--- src/rtl/countdown_pkg.sv ---
// Shared types and constants for the MM:SS count-down timer.
// Imported by the top level and the button front end.
package countdown_pkg;

  typedef enum logic [1:0] {
    IDLE,
    RUN,
    PAUSE,
    DONE
  } state_e;

  localparam logic [3:0] BCD_NINE = 4'd9;
  localparam logic [3:0] BCD_FIVE = 4'd5;

  localparam logic [2:0] DIG_NONE = 3'd0;
  localparam logic [2:0] DIG_1    = 3'd1;
  localparam logic [2:0] DIG_2    = 3'd2;
  localparam logic [2:0] DIG_3    = 3'd3;
  localparam logic [2:0] DIG_4    = 3'd4;

  function automatic logic [3:0] bcd_clamp(input logic [3:0] v);
    return (v > BCD_NINE) ? BCD_NINE : v;
  endfunction

endpackage

--- src/rtl/btn_edge.sv ---
// Two-flop synchronizer plus rising-edge pulse for one pushbutton.
// The pulse is one CLK wide, two edges after the button is sampled.
module btn_edge
  import countdown_pkg::*;
(
  input  logic clk_i,
  input  logic rst_i,
  input  logic btn_i,
  output logic pulse_o
);

  logic sync0_q;
  logic sync1_q;
  logic prev_q;

  always_ff @(posedge clk_i) begin
    if (rst_i) begin
      sync0_q <= 1'b0;
      sync1_q <= 1'b0;
      prev_q  <= 1'b0;
    end else begin
      sync0_q <= btn_i;
      sync1_q <= sync0_q;
      prev_q  <= sync1_q;
    end
  end

  assign pulse_o = sync1_q & ~prev_q;

endmodule

--- src/rtl/countdowntime.sv ---
// MM:SS count-down timer with alarm and a four-digit scan output.
// Single clock domain; prescalers produce the 1 Hz tick and scan rate.
module countdowntime
  import countdown_pkg::*;
#(
  parameter int unsigned TICK_DIV = 100_000_000,
  parameter int unsigned SCAN_DIV = 100_000
) (
  input  logic       CLK,
  input  logic       RST,
  input  logic       BTNL,
  input  logic       BTNR,
  input  logic       BTND,
  input  logic [7:0] SW,
  output logic [4:0] data,
  output logic [2:0] digit,
  output logic       setdp,
  output logic       ALARM
);

  localparam int TW = (TICK_DIV > 1) ? $clog2(TICK_DIV) : 1;
  localparam int SWD = (SCAN_DIV > 1) ? $clog2(SCAN_DIV) : 1;
  localparam logic [TW-1:0] TLAST = TW'(TICK_DIV - 1);
  localparam logic [SWD-1:0] SLAST = SWD'(SCAN_DIV - 1);

  logic start_p, pause_p, load_p;

  btn_edge u_btnl (
    .clk_i  (CLK),
    .rst_i  (RST),
    .btn_i  (BTNL),
    .pulse_o(start_p)
  );

  btn_edge u_btnr (
    .clk_i  (CLK),
    .rst_i  (RST),
    .btn_i  (BTNR),
    .pulse_o(pause_p)
  );

  btn_edge u_btnd (
    .clk_i  (CLK),
    .rst_i  (RST),
    .btn_i  (BTND),
    .pulse_o(load_p)
  );

  state_e state_q, state_d;
  logic [TW-1:0] presc_q, presc_d;
  logic [SWD-1:0] scan_q, scan_d;
  logic [1:0] dmux_q, dmux_d;
  logic [3:0] min10_q, min10_d;
  logic [3:0] min1_q, min1_d;
  logic [3:0] sec10_q, sec10_d;
  logic [3:0] sec1_q, sec1_d;
  logic [3:0] data_q, data_d;
  logic [2:0] digit_q, digit_d;
  logic setdp_q, setdp_d;

  logic [3:0] dm10, dm1, ds10, ds1;
  logic tick, cnt_zero, dec_zero, scan_wrap;

  // BCD borrow chain: one second less than the current count
  always_comb begin
    dm10 = min10_q;
    dm1  = min1_q;
    ds10 = sec10_q;
    ds1  = sec1_q - 4'd1;
    if (sec1_q == 4'd0) begin
      ds1  = BCD_NINE;
      ds10 = sec10_q - 4'd1;
      if (sec10_q == 4'd0) begin
        ds10 = BCD_FIVE;
        dm1  = min1_q - 4'd1;
        if (min1_q == 4'd0) begin
          dm1  = BCD_NINE;
          dm10 = min10_q - 4'd1;
        end
      end
    end
  end

  assign cnt_zero = ({min10_q, min1_q, sec10_q, sec1_q} == 16'd0);
  assign dec_zero = ({dm10, dm1, ds10, ds1} == 16'd0);
  assign tick     = (state_q == RUN) && (presc_q == TLAST);

  always_comb begin
    state_d = state_q;
    presc_d = presc_q;
    min10_d = min10_q;
    min1_d  = min1_q;
    sec10_d = sec10_q;
    sec1_d  = sec1_q;
    if (load_p) begin
      state_d = IDLE;
      presc_d = '0;
      min10_d = bcd_clamp(SW[7:4]);
      min1_d  = bcd_clamp(SW[3:0]);
      sec10_d = 4'd0;
      sec1_d  = 4'd0;
    end else begin
      unique case (state_q)
        IDLE: begin
          if (start_p && !cnt_zero) state_d = RUN;
        end
        RUN: begin
          presc_d = tick ? '0 : presc_q + TW'(1);
          if (tick) begin
            min10_d = dm10;
            min1_d  = dm1;
            sec10_d = ds10;
            sec1_d  = ds1;
          end
          // reaching zero wins over a same-cycle pause
          if (tick && dec_zero) state_d = DONE;
          else if (pause_p)     state_d = PAUSE;
        end
        PAUSE: begin
          if (start_p) state_d = RUN;
        end
        DONE: begin
          state_d = DONE;
        end
        default: state_d = IDLE;
      endcase
    end
  end

  assign scan_wrap = (scan_q == SLAST);

  always_comb begin
    scan_d  = scan_wrap ? '0 : scan_q + SWD'(1);
    dmux_d  = dmux_q;
    data_d  = data_q;
    digit_d = digit_q;
    setdp_d = setdp_q;
    if (scan_wrap) begin
      dmux_d = dmux_q + 2'd1;
      unique case (dmux_q)
        2'd0: begin data_d = sec1_q;  digit_d = DIG_1; setdp_d = 1'b0; end
        2'd1: begin data_d = sec10_q; digit_d = DIG_2; setdp_d = 1'b0; end
        2'd2: begin data_d = min1_q;  digit_d = DIG_3; setdp_d = 1'b1; end
        2'd3: begin data_d = min10_q; digit_d = DIG_4; setdp_d = 1'b0; end
        default: begin data_d = 4'd0; digit_d = DIG_NONE; setdp_d = 1'b0; end
      endcase
    end
  end

  always_ff @(posedge CLK) begin
    if (RST) begin
      state_q <= IDLE;
      presc_q <= '0;
      scan_q  <= '0;
      dmux_q  <= 2'd0;
      min10_q <= 4'd0;
      min1_q  <= 4'd0;
      sec10_q <= 4'd0;
      sec1_q  <= 4'd0;
      data_q  <= 4'd0;
      digit_q <= DIG_NONE;
      setdp_q <= 1'b0;
    end else begin
      state_q <= state_d;
      presc_q <= presc_d;
      scan_q  <= scan_d;
      dmux_q  <= dmux_d;
      min10_q <= min10_d;
      min1_q  <= min1_d;
      sec10_q <= sec10_d;
      sec1_q  <= sec1_d;
      data_q  <= data_d;
      digit_q <= digit_d;
      setdp_q <= setdp_d;
    end
  end

  assign data  = {1'b0, data_q};
  assign digit = digit_q;
  assign setdp = setdp_q;
  assign ALARM = (state_q == DONE);

endmodule

--- config.mk ---
export PLATFORM = sky130hd
export DESIGN_NAME = countdowntime
export DESIGN_NICKNAME = d
export VERILOG_FILES = /design/src/rtl/countdown_pkg.sv /design/src/rtl/btn_edge.sv /design/src/rtl/countdowntime.sv
export SDC_FILE = /design/constraint.sdc
export NUM_CORES = 1
export LEC_CHECK = 0
export ABC_CLOCK_PERIOD_IN_PS = 2800
export BUFFER_PORTS_ARGS = -buffer_cell sky130_fd_sc_hd__buf_2
export CELL_PAD_IN_SITES_DETAIL_PLACEMENT = 2
export CELL_PAD_IN_SITES_GLOBAL_PLACEMENT = 2
export CORE_MARGIN = 5
export CORE_UTILIZATION = 37
export CTS_CLUSTER_DIAMETER = 200
export DETAILED_ROUTE_END_ITERATION = 10
export PLACE_DENSITY = 0.76
export SLEW_MARGIN = 20
export SYNTH_ARGS = -nofsm -noshare
export SYNTH_HDL_FRONTEND = slang
export SYNTH_SLANG_ARGS = --single-unit
--- constraint.sdc ---
create_clock -name CLK -period 2.8 [get_ports CLK]
set_input_delay 0.28 -clock CLK [delete_from_list [all_inputs] [get_ports CLK]]
set_output_delay 0.28 -clock CLK [all_outputs]
set_load 0.01 [all_outputs]
==> out/summary.txt, run 1 <==
Outcome = finished clean
Cell Area, Synth = 3800 µm²
Place WS = 0.300 ns
Register area share after synthesis = 42.1%
Vias in the first global route = 3,549
Worst Tran Pin Value = 0.559 ns
RSZ-0062 raised after global routing = no
Clk_lat worst skew = 0.36 ns
Hold Worst Slack = 0.128 ns
Syn Nets = 467
Num ports = 23
Clock Root Buffer = clkbuf_8
Antenna violations before repair = 0
Largest family of logic cells by synthesized area = simple AND/OR/NAND/NOR gates
Die area = 12,400 µm²
Worst Setup EP = min10_q[2]
F_max = 393 MHz
Count of nets after finishing = 485
Sink Count = 80
Post-CTS setup buffers = 0
Crit. End Element = flop
First-pass GRT wire length = 17.8 mm
Asr flop ratio synth = 0%
Final Hold Viols = 0
Share of layout cells above drive strength 1 = 10.0%
Path depth of the worst reg2reg path = 6
Antenna viol nets, final = 0
Crit-path max FO = 6
Post-synthesis mux area share = 2.63%
Post-Syn Instances = 445
Worst min path class = in2reg
Synth Area in Adders = 2.96%
Reg2reg setup slack = 0.25 ns
Min Tclk post-route = 2.55 ns
Worst-path clk slew = 0.09 ns
Layout Area Growth over Synthesis = 11.3%
IR Drop Worst-Case VDD = 0.000273 V
Final setup vio count = 0
Max-cap viol count = 0
Power per cell area = 504 nW/µm²
Critical path launch point type = flop
Pleak = 1.59 nW
Worst EP arrival = 2.82 ns
Worst Path Required = 3.07 ns
DRC = 0
Synthesized area per cell = 8.55 µm²
CTS Buf Count = 9
RD Place Congestion = 0.788
Synthesized flop and latch total = 80
Initial DRC Count = 110
CP Class = reg2reg
HPWL Detailed = 7.58 mm
Pin count of the biggest net entering global routing = 28
Num rows = 37
Max transition margin = 62.7%
RR Endpoint = min10_q[2]
Synth area leaders = dfxtp_1, nor2_1, xnor2_1, xor2_1, ha_1
Post-synth EDFFs = 0
Worst setup margin = 0.252 ns
Reg-to-Reg Start = presc_q[0]
WL/cell = 17.1 µm
Floorplan Core Area = 10,200 µm²
Predominant post-synthesis flop cell = dfxtp_1
Simple-gate share of the synthesized area = 32.0%
Max Slew Vio Count = 0
Vias = 3,269
Post-cts repair resize count = 0
Warning count from the yosys run = 0
TritonCTS clock tree = built
Die height = 111 µm
Cell variety after synth = 46
Filler Cells Inserted = 1,164
Initial Util = 37.3%
Via density per instance = 5.41
Overall Global Routing Usage = 17.5%
DR pass1 iterations = 5
Synth Area in Compound Gates = 6.32%
Clock buffer depth = 2
# diodes = 0
Number of buffers added on ports = 21
Post-synth top area cell = dfxtp_1
Die W = 111 µm
Post-synth top area share = 42.1%
H-tree levels = 3
Final WL = 10.3 mm
Fin crit share = 91.0%
Hold_buf cts = 0
Post-route clock skew = 0.0111 ns
Xor/xnor share of the synthesized area = 10.6%
Overflow after GRT = 0
Setup crit start = presc_q[0]
Sum Neg Setup Slack = 0 ns
[worst min-delay path by stage]
| stage | from | to | slack [ns] | cells past startpoint |
|---|---|---|---|---|
| floorplan | SW[1] | min1_q[1] | 0.39 | 2 |
| global placement | u_btnl.sync0_q | u_btnl.sync1_q | 0.42 | 1 |
| detailed placement | u_btnr.sync0_q | u_btnr.sync1_q | 0.43 | 1 |
| CTS | BTNL | u_btnl.sync0_q | 0.11 | 2 |
| global route | BTND | u_btnd.sync0_q | 0.12 | 2 |
| finish | BTNL | u_btnl.sync0_q | 0.13 | 2 |
[cells by family after synthesis]
kind of cell | count (synthesis)
buffers and inverters | 30
other | 1
multiplexers | 10
AND/OR/NAND/NOR | 231
flip-flops | 80
AO/OA/AOI/OAI | 38
XOR/XNOR | 46
adder cells (fa/ha/maj) | 9
[state kept, by name (all words and copies together), names as in the netlist, 2 cells and up]
register,count
sec10_q,4
digit,2
data_q,4
min10_q,4
sec1_q,4
dmux_q,2
scan_q,17
min1_q,4
state_q,2
presc_q,27
[critical path, cell delays in order (launching register included)]
cell and delay [ns]:
dfxtp_1 0.39, ha_1 0.19, nand2_1 0.12, or3_4 0.40
or4_1 0.54, or4_1 0.52, a311oi_1 0.30
[stage by stage]
stage | power, mW | util, % | instance area, µm² | instances
2_1_floorplan | 1.24 | - | 3800 | 445
3_3_place_gp | 1.27 | 39.6 | 4040 | 588
3_5_place_dp | 1.28 | 39.6 | 4040 | 588
4_1_cts | 2.17 | 41.6 | 4240 | 604
5_1_grt | 2.24 | 41.6 | 4240 | 604
6_report | 2.13 | 41.6 | 4240 | 604
[synth_stat cells (2+ instances only)]
cell       n
xor2_1    21
nand2b_1   4
nand3_1   17
a21oi_1   10
nor2b_1   14
inv_1     10
or2_2      2
or3_1      5
o31ai_1    3
o21ai_0   13
a222oi_1   4
nor4_1    12
nand4_1   14
nand2_1   30
xnor2_1   25
or4b_2     2
nand4b_1   2
and4_1     3
dfxtp_1   80
and3_1    11
nor4b_1    2
buf_4      2
a31oi_1    2
nor4bb_1   3
nor2_1    78
or4b_1     2
buf_2      4
a311oi_1   2
ha_1       9
buf_1      3
or4_1      6
nor3_1    14
mux2i_1   10
nor3b_1    4
clkbuf_1  11
[cell usage in the layout, fill, tap and decap left out, types with 3 or more instances in the layout]
| cell type | count |
|---|---|
| a222oi_1 | 4 |
| nand4_1 | 14 |
| or4_1 | 6 |
| nand2b_1 | 4 |
| xnor2_1 | 25 |
| xor2_1 | 21 |
| and3_1 | 11 |
| nor4bb_1 | 3 |
| o31ai_1 | 3 |
| ha_1 | 9 |
| clkbuf_8 | 10 |
| nor3b_1 | 4 |
| o21ai_0 | 13 |
| nor4_1 | 12 |
| and4_1 | 3 |
| nor2b_1 | 14 |
| a21oi_1 | 10 |
| inv_1 | 10 |
| buf_4 | 6 |
| nor2_1 | 78 |
| dfxtp_1 | 80 |
| mux2i_1 | 10 |
| nor3_1 | 14 |
| nand2_1 | 30 |
| nand3_1 | 17 |
| buf_2 | 21 |
| or3_1 | 5 |
[area by class of cell]
cell class / instances / area [µm²] / share of cell area [%]
clock buffers: 12 / 145 / 3.43
clock inverters: 4 / 53.8 / 1.27
inverters: 10 / 37.5 / 0.886
multi-input cells: 335 / 2080 / 49.0
flip-flops and latches: 80 / 1600 / 37.8
well taps: 136 / 170 / 4.02
repair buffers: 27 / 150 / 3.55
[per-layer routing]
metal	GRT usage, %	part of all wire [%]	wire length, µm
met4	5.76	1.3	137
met1	20.4	45	4650
met3	3.48	2.3	238
met5	0	0	0
met2	32.0	51	5320
[power breakdown]
group | leakage (nW) | total (mW) | switching (mW) | internal [mW]
Combinational | 0.852 | 0.0858 | 0.0568 | 0.0289
Clock | 0.0928 | 0.883 | 0.444 | 0.439
Sequential | 0.647 | 1.17 | 0.0150 | 1.15
No activity file was read; power rests on OpenSTA's default activity.
==> run 2: changes to the inputs <==
--- a/config.mk
+++ b/config.mk
@@ -7,13 +7,11 @@
 export LEC_CHECK = 0
 export ABC_CLOCK_PERIOD_IN_PS = 2800
 export BUFFER_PORTS_ARGS = -buffer_cell sky130_fd_sc_hd__buf_2
-export CELL_PAD_IN_SITES_DETAIL_PLACEMENT = 2
-export CELL_PAD_IN_SITES_GLOBAL_PLACEMENT = 2
 export CORE_MARGIN = 5
-export CORE_UTILIZATION = 37
+export CORE_UTILIZATION = 48
 export CTS_CLUSTER_DIAMETER = 200
 export DETAILED_ROUTE_END_ITERATION = 10
-export PLACE_DENSITY = 0.76
+export PLACE_DENSITY = 0.62
 export SLEW_MARGIN = 20
 export SYNTH_ARGS = -nofsm -noshare
 export SYNTH_HDL_FRONTEND = slang
==> out/summary.txt, run 2 (synthesis results as in run 1) <==
Initial DRC Count = 125 (was 110)
Worst Tran Pin Value = 0.540 ns (was 0.559 ns)
DRC = 0 (unchanged)
Biggest register = presc_q (unchanged)
WL/cell = 13.9 µm (was 17.1 µm)
Post-route clock skew = 0.00928 ns (was 0.0111 ns)
Number of buffers added on ports = 21 (unchanged)
F_max = 407 MHz (was 393 MHz)
Initial Util = 49.2% (was 37.3%)
Vias = 3,082 (was 3,269)
Filler Cells Inserted = 764 (was 1,164)
Worst min path class = in2reg (unchanged)
Crit-path max FO = 8 (was 6)
Met2 Usage GRT = 25.9% (was 32.0%)
Clock buffer depth = 2 (unchanged)
Post-CTS setup buffers = 0 (unchanged)
Cell count after placement = 553 (was 588)
Hold_buf cts = 0 (unchanged)
Met1 Usage GRT = 23.5% (was 20.4%)
Via density per instance = 5.42 (was 5.41)
Overall Global Routing Usage = 16.8% (was 17.5%)
Num ports = 23 (unchanged)
CTS Buf Count = 9 (unchanged)
IR Drop Worst-Case VDD = 0.000314 V (was 0.000273 V)
Grt peak-use layer = met2 (unchanged)
Min Tclk post-route = 2.46 ns (was 2.55 ns)
Combined area of the multi-input logic cells = 2080 µm² (unchanged)
Post-cts repair resize count = 0 (unchanged)
Worst-path clk slew = 0.08 ns (was 0.09 ns)
Clock Root Buffer = clkbuf_8 (unchanged)
Pleak = 1.58 nW (was 1.59 nW)
Sink Count = 80 (unchanged)
First-pass GRT wire length = 13.7 mm (was 17.8 mm)
Biggest regs = presc_q (27), scan_q (17) (unchanged)
Clock power frac = 37.9% (was 41.4%)
Max Slew Vio Count = 0 (unchanged)
Combinational share of power = 4.0% (about the same)
Most frequent cells in the layout = dfxtp_1, nor2_1, nand2_1, xnor2_1 (unchanged)
Pin count of the biggest net entering global routing = 27 (was 28)
Switching power = 0.486 mW (was 0.516 mW)
Overflow after GRT = 0 (unchanged)
Outcome = finished clean (unchanged)
CP Class = reg2reg (unchanged)
Die height = 99.0 µm (was 111 µm)
Worst Path Required = 3.06 ns (was 3.07 ns)
Max-cap viol count = 0 (unchanged)
GR Util met3 = 4.03% (was 3.48%)
Non-Filler Instances = 569 (was 604)
RD Place Congestion = 0.861 (was 0.788)
Largest register FFs = 27 (unchanged)
RSZ-0062 raised after global routing = no (unchanged)
Clk_lat worst skew = 0.34 ns (was 0.36 ns)
FF+latch area = 1600 µm² (unchanged)
Critical path launch point type = flop (unchanged)
Count of nets after finishing = 484 (was 485)
Sequential power share = 58.1% (was 54.6%)
Die W = 99.0 µm (was 111 µm)
Max transition margin = 63.7% (was 62.7%)
Layout Area Growth over Synthesis = 9.34% (was 11.3%)
Crit. End Element = flop (unchanged)
Worst EP arrival = 2.72 ns (was 2.82 ns)
Final setup vio count = 0 (unchanged)
Floorplan Core Area = 7730 µm² (was 10,200 µm²)
Num rows = 32 (was 37)
Commonest non-fill, non-tap cell in the layout = dfxtp_1 (unchanged)
Vias in the first global route = 2,909 (was 3,549)
Final Hold Viols = 0 (unchanged)
Power per cell area = 482 nW/µm² (was 504 nW/µm²)
Antenna viol nets, final = 0 (unchanged)
# diodes = 0 (unchanged)
TritonCTS clock tree = built (unchanged)
Internal power = 1.52 mW (was 1.62 mW)
Share of layout cells above drive strength 1 = 10.3% (was 10.0%)
Die area = 9800 µm² (was 12,400 µm²)
Net Sw Frac = 24.2% (about the same)
DR pass1 iterations = 4 (was 5)
HPWL Detailed = 5.61 mm (was 7.58 mm)
Antenna violations before repair = 0 (unchanged)
Final WL = 7.92 mm (was 10.3 mm)
Sum Neg Setup Slack = 0 ns (unchanged)
H-tree levels = 3 (unchanged)
Fin crit share = 87.7% (was 91.0%)
[run 2: metal layers]
| metal | vias to the layer above | share of wire [%] | wire, µm |
|---|---|---|---|
| met4 | 0 | 0.82 | 65 |
| li1 | 1584 | - | - |
| met1 | 1446 | 51 | 4010 |
| met5 | - | 0 | 0 |
| met3 | 5 | 3.9 | 308 |
| met2 | 47 | 45 | 3530 |
[run 2: worst paths after layout]
path	start	slack (ns)	to	depth (start not counted)
min	SW[2]	0.15	min1_q[2]	3
min reg2reg	u_btnr.sync0_q	0.44	u_btnr.sync1_q	1
max reg2reg	presc_q[0]	0.34	min10_q[2]	6
max	presc_q[0]	0.34	min10_q[2]	6
[run 2: power by group through the flow]
| stage | clock [mW] | sequential (mW) | combinational, mW |
|---|---|---|---|
| 5_1_grt | 0.844 | 1.17 | 0.0914 |
| 6_report | 0.760 | 1.17 | 0.0812 |
| 4_1_cts | 0.787 | 1.16 | 0.0817 |
| 3_5_place_dp | 0 | 1.19 | 0.0811 |
| 3_3_place_gp | 0 | 1.19 | 0.0800 |
| 2_1_floorplan | 0 | 1.19 | 0.0571 |
[run 2: area by class of cell]
type	instances	share of cell area (%)
flip-flops and latches	80	38.5
clock inverters	6	0.842
clock buffers	10	3.31
multi-input cells	335	49.9
repair buffers	26	3.43
well taps	102	3.07
inverters	10	0.903
[run 2: critical path: stages (launching register included)]
cell and delay (ns):
dfxtp_1 0.38, ha_1 0.18, nand2_1 0.11, or3_4 0.39, or4_1 0.56, or4_1 0.51, a311oi_1 0.24
[run 2: metrics by stage]
stage	hold slack (ns)	setup slack (ns)	power, mW	instance area, µm²	utilization (%)
floorplan	0.389	0.508	1.24	3800	-
global placement	0.418	0.393	1.27	3990	51.6
detailed placement	0.430	0.355	1.27	3990	51.6
CTS	0.136	0.332	2.03	4160	53.8
global route	0.144	0.201	2.10	4160	53.8
finish	0.147	0.343	2.01	4160	53.8
==> run 3: changes to the inputs <==
--- a/config.mk
+++ b/config.mk
@@ -8,10 +8,10 @@
 export ABC_CLOCK_PERIOD_IN_PS = 2800
 export BUFFER_PORTS_ARGS = -buffer_cell sky130_fd_sc_hd__buf_2
 export CORE_MARGIN = 5
-export CORE_UTILIZATION = 48
+export CORE_UTILIZATION = 60
 export CTS_CLUSTER_DIAMETER = 200
 export DETAILED_ROUTE_END_ITERATION = 10
-export PLACE_DENSITY = 0.62
+export PLACE_DENSITY = 0.76
 export SLEW_MARGIN = 20
 export SYNTH_ARGS = -nofsm -noshare
 export SYNTH_HDL_FRONTEND = slang
==> constraint.sdc (replaced) <==
create_clock -name CLK -period 2.8 [get_ports CLK]
set_input_delay 0.56 -clock CLK [delete_from_list [all_inputs] [get_ports CLK]]
set_output_delay 0.56 -clock CLK [all_outputs]
set_load 0.01 [all_outputs]
==> out/summary.txt, run 3 (synthesis results as in run 1) <==
Outcome = finished clean (unchanged)
RD Place Congestion = 0.839 (was 0.861)
Filler Cells Inserted = 541 (was 764)
Initial DRC Count = 122 (was 125)
RR Endpoint = min10_q[2] (unchanged)
Critical path launch point type = flop (unchanged)
Floorplan Core Area = 6240 µm² (was 7730 µm²)
Max transition margin = 61.9% (was 63.7%)
Overall Global Routing Usage = 21.5% (was 16.8%)
Cell count of the worst hold path = 3 (unchanged)
Crit-path max FO = 8 (unchanged)
HPWL Detailed = 5.57 mm (was 5.61 mm)
RSZ-0062 raised after global routing = no (unchanged)
Sink Count = 80 (unchanged)
Power per cell area = 523 nW/µm² (was 482 nW/µm²)
Min Tclk post-route = 2.52 ns (was 2.46 ns)
CP Class = reg2reg (unchanged)
IR Drop Worst-Case VDD = 0.000276 V (was 0.000314 V)
First-pass GRT wire length = 13.6 mm (was 13.7 mm)
Biggest regs = presc_q (27), scan_q (17) (unchanged)
Post-route clock skew = 0.0117 ns (was 0.00928 ns)
Vias = 3,155 (was 3,082)
Vias in the first global route = 3,118 (was 2,909)
Final setup vio count = 0 (unchanged)
FF+latch area = 1600 µm² (unchanged)
Clock buffer depth = 2 (unchanged)
Max Slew Vio Count = 0 (unchanged)
Worst Path Required = 3.07 ns (was 3.06 ns)
Die W = 89.6 µm (was 99.0 µm)
H-tree levels = 3 (unchanged)
Post-cts repair resize count = 0 (unchanged)
Total power = 2.18 mW (was 2.01 mW)
Antenna viol nets, final = 0 (unchanged)
Worst min path class = in2reg (unchanged)
Final Hold Viols = 0 (unchanged)
Fin crit share = 90.1% (was 87.7%)
Post-layout instance area = 4170 µm² (was 4160 µm²)
Reg2reg setup slack = 0.28 ns (was 0.34 ns)
Num ports = 23 (unchanged)
Commonest non-fill, non-tap cell in the layout = dfxtp_1 (unchanged)
Post-CTS setup buffers = 0 (unchanged)
Worst Tran Pin Value = 0.567 ns (was 0.540 ns)
Final WL = 7.87 mm (was 7.92 mm)
Worst EP arrival = 2.79 ns (was 2.72 ns)
Share of layout cells above drive strength 1 = 10.1% (was 10.3%)
Pin count of the biggest net entering global routing = 27 (unchanged)
Reg-to-Reg Start = presc_q[0] (unchanged)
Worst hold path startpoint = SW[2] (unchanged)
Clk_lat worst skew = 0.35 ns (was 0.34 ns)
DR pass1 iterations = 5 (was 4)
F_max = 397 MHz (was 407 MHz)
Sum Neg Setup Slack = 0 ns (unchanged)
Combined area of the multi-input logic cells = 2080 µm² (unchanged)
Largest register FFs = 27 (unchanged)
Die height = 89.6 µm (was 99.0 µm)
# diodes = 0 (unchanged)
Die area = 8030 µm² (was 9800 µm²)
Clock Root Buffer = clkbuf_8 (unchanged)
Hold Path End = min1_q[2] (unchanged)
Via density per instance = 5.81 (was 5.42)
Number of buffers added on ports = 21 (unchanged)
Num rows = 29 (was 32)
Worst-path clk slew = 0.09 ns (was 0.08 ns)
WL/cell = 14.5 µm (was 13.9 µm)
Biggest register = presc_q (unchanged)
Place WS = 0.309 ns (was 0.355 ns)
Count of nets after finishing = 484 (unchanged)
Crit. End Element = flop (unchanged)
Antenna violations before repair = 0 (unchanged)
Hold_buf cts = 0 (unchanged)
Placement Cell Area = 3960 µm² (was 3990 µm²)
TritonCTS clock tree = built (unchanged)
Worst setup margin = 0.278 ns (was 0.343 ns)
Most frequent cells in the layout = dfxtp_1, nor2_1, nand2_1, xnor2_1 (unchanged)
Overflow after GRT = 0 (unchanged)
Max-cap viol count = 0 (unchanged)
Layout Area Growth over Synthesis = 9.74% (was 9.34%)
Path depth of the worst reg2reg path = 6 (unchanged)
Initial Util = 60.9% (was 49.2%)
Pleak = 1.60 nW (was 1.58 nW)
CTS Buf Count = 9 (unchanged)
DRC = 0 (unchanged)
==> run 3: worst max path at each step <==
stage                      startpoint          to  slack (ns)  cells after the start
after global placement     presc_q[0]  min10_q[2]        0.43                      6
after global routing      presc_q[25]  sec10_q[1]        0.18                      5
after floorplan            presc_q[0]  min10_q[2]        0.51                      7
after detailed placement   presc_q[0]  min10_q[2]        0.31                      6
final                      presc_q[0]  min10_q[2]        0.28                      6
after CTS                  presc_q[0]  min10_q[2]        0.29                      6
==> run 3: layer usage <==
layer	up-vias	routed length (µm)	global-route usage (%)	share of wire [%]
met2	79	3580	35.0	46
met1	1472	3730	27.1	47
met4	0	142	8.80	1.8
met5	-	0	0	0
li1	1587	-	-	-
met3	17	414	5.38	5.3
==> run 3: stage by stage <==
stage / cells / util (%) / hold WS, ns
floorplan: 445 / - / 0.414
finish: 543 / 66.9 / 0.416
CTS: 543 / 66.9 / 0.408
global placement: 528 / 63.4 / 0.419
detailed placement: 528 / 63.4 / 0.431
global route: 543 / 66.9 / 0.412
==> run 3: area by class of cell <==
| cell class | instances | area share, % |
|---|---|---|
| multi-input cells | 335 | 49.8 |
| well taps | 77 | 2.31 |
| inverters | 10 | 0.899 |
| flip-flops and latches | 80 | 38.4 |
| clock buffers | 10 | 3.30 |
| repair buffers | 26 | 3.42 |
| clock inverters | 5 | 1.95 |
==> run 3: critical path, stage by stage, from the launching register on <==
cell	delay (ns)
dfxtp_1	0.41
ha_1	0.21
nand2_1	0.13
or3_4	0.40
or4_1	0.55
or4_1	0.51
a311oi_1	0.24
==> run 3: where the power goes <==
| group | switching [mW] | internal [mW] | total [mW] |
|---|---|---|---|
| Sequential | 0.0140 | 1.15 | 1.16 |
| Combinational | 0.0514 | 0.0298 | 0.0811 |
| Clock | 0.416 | 0.522 | 0.937 |
| Total | 0.481 | 1.70 | 2.18 |
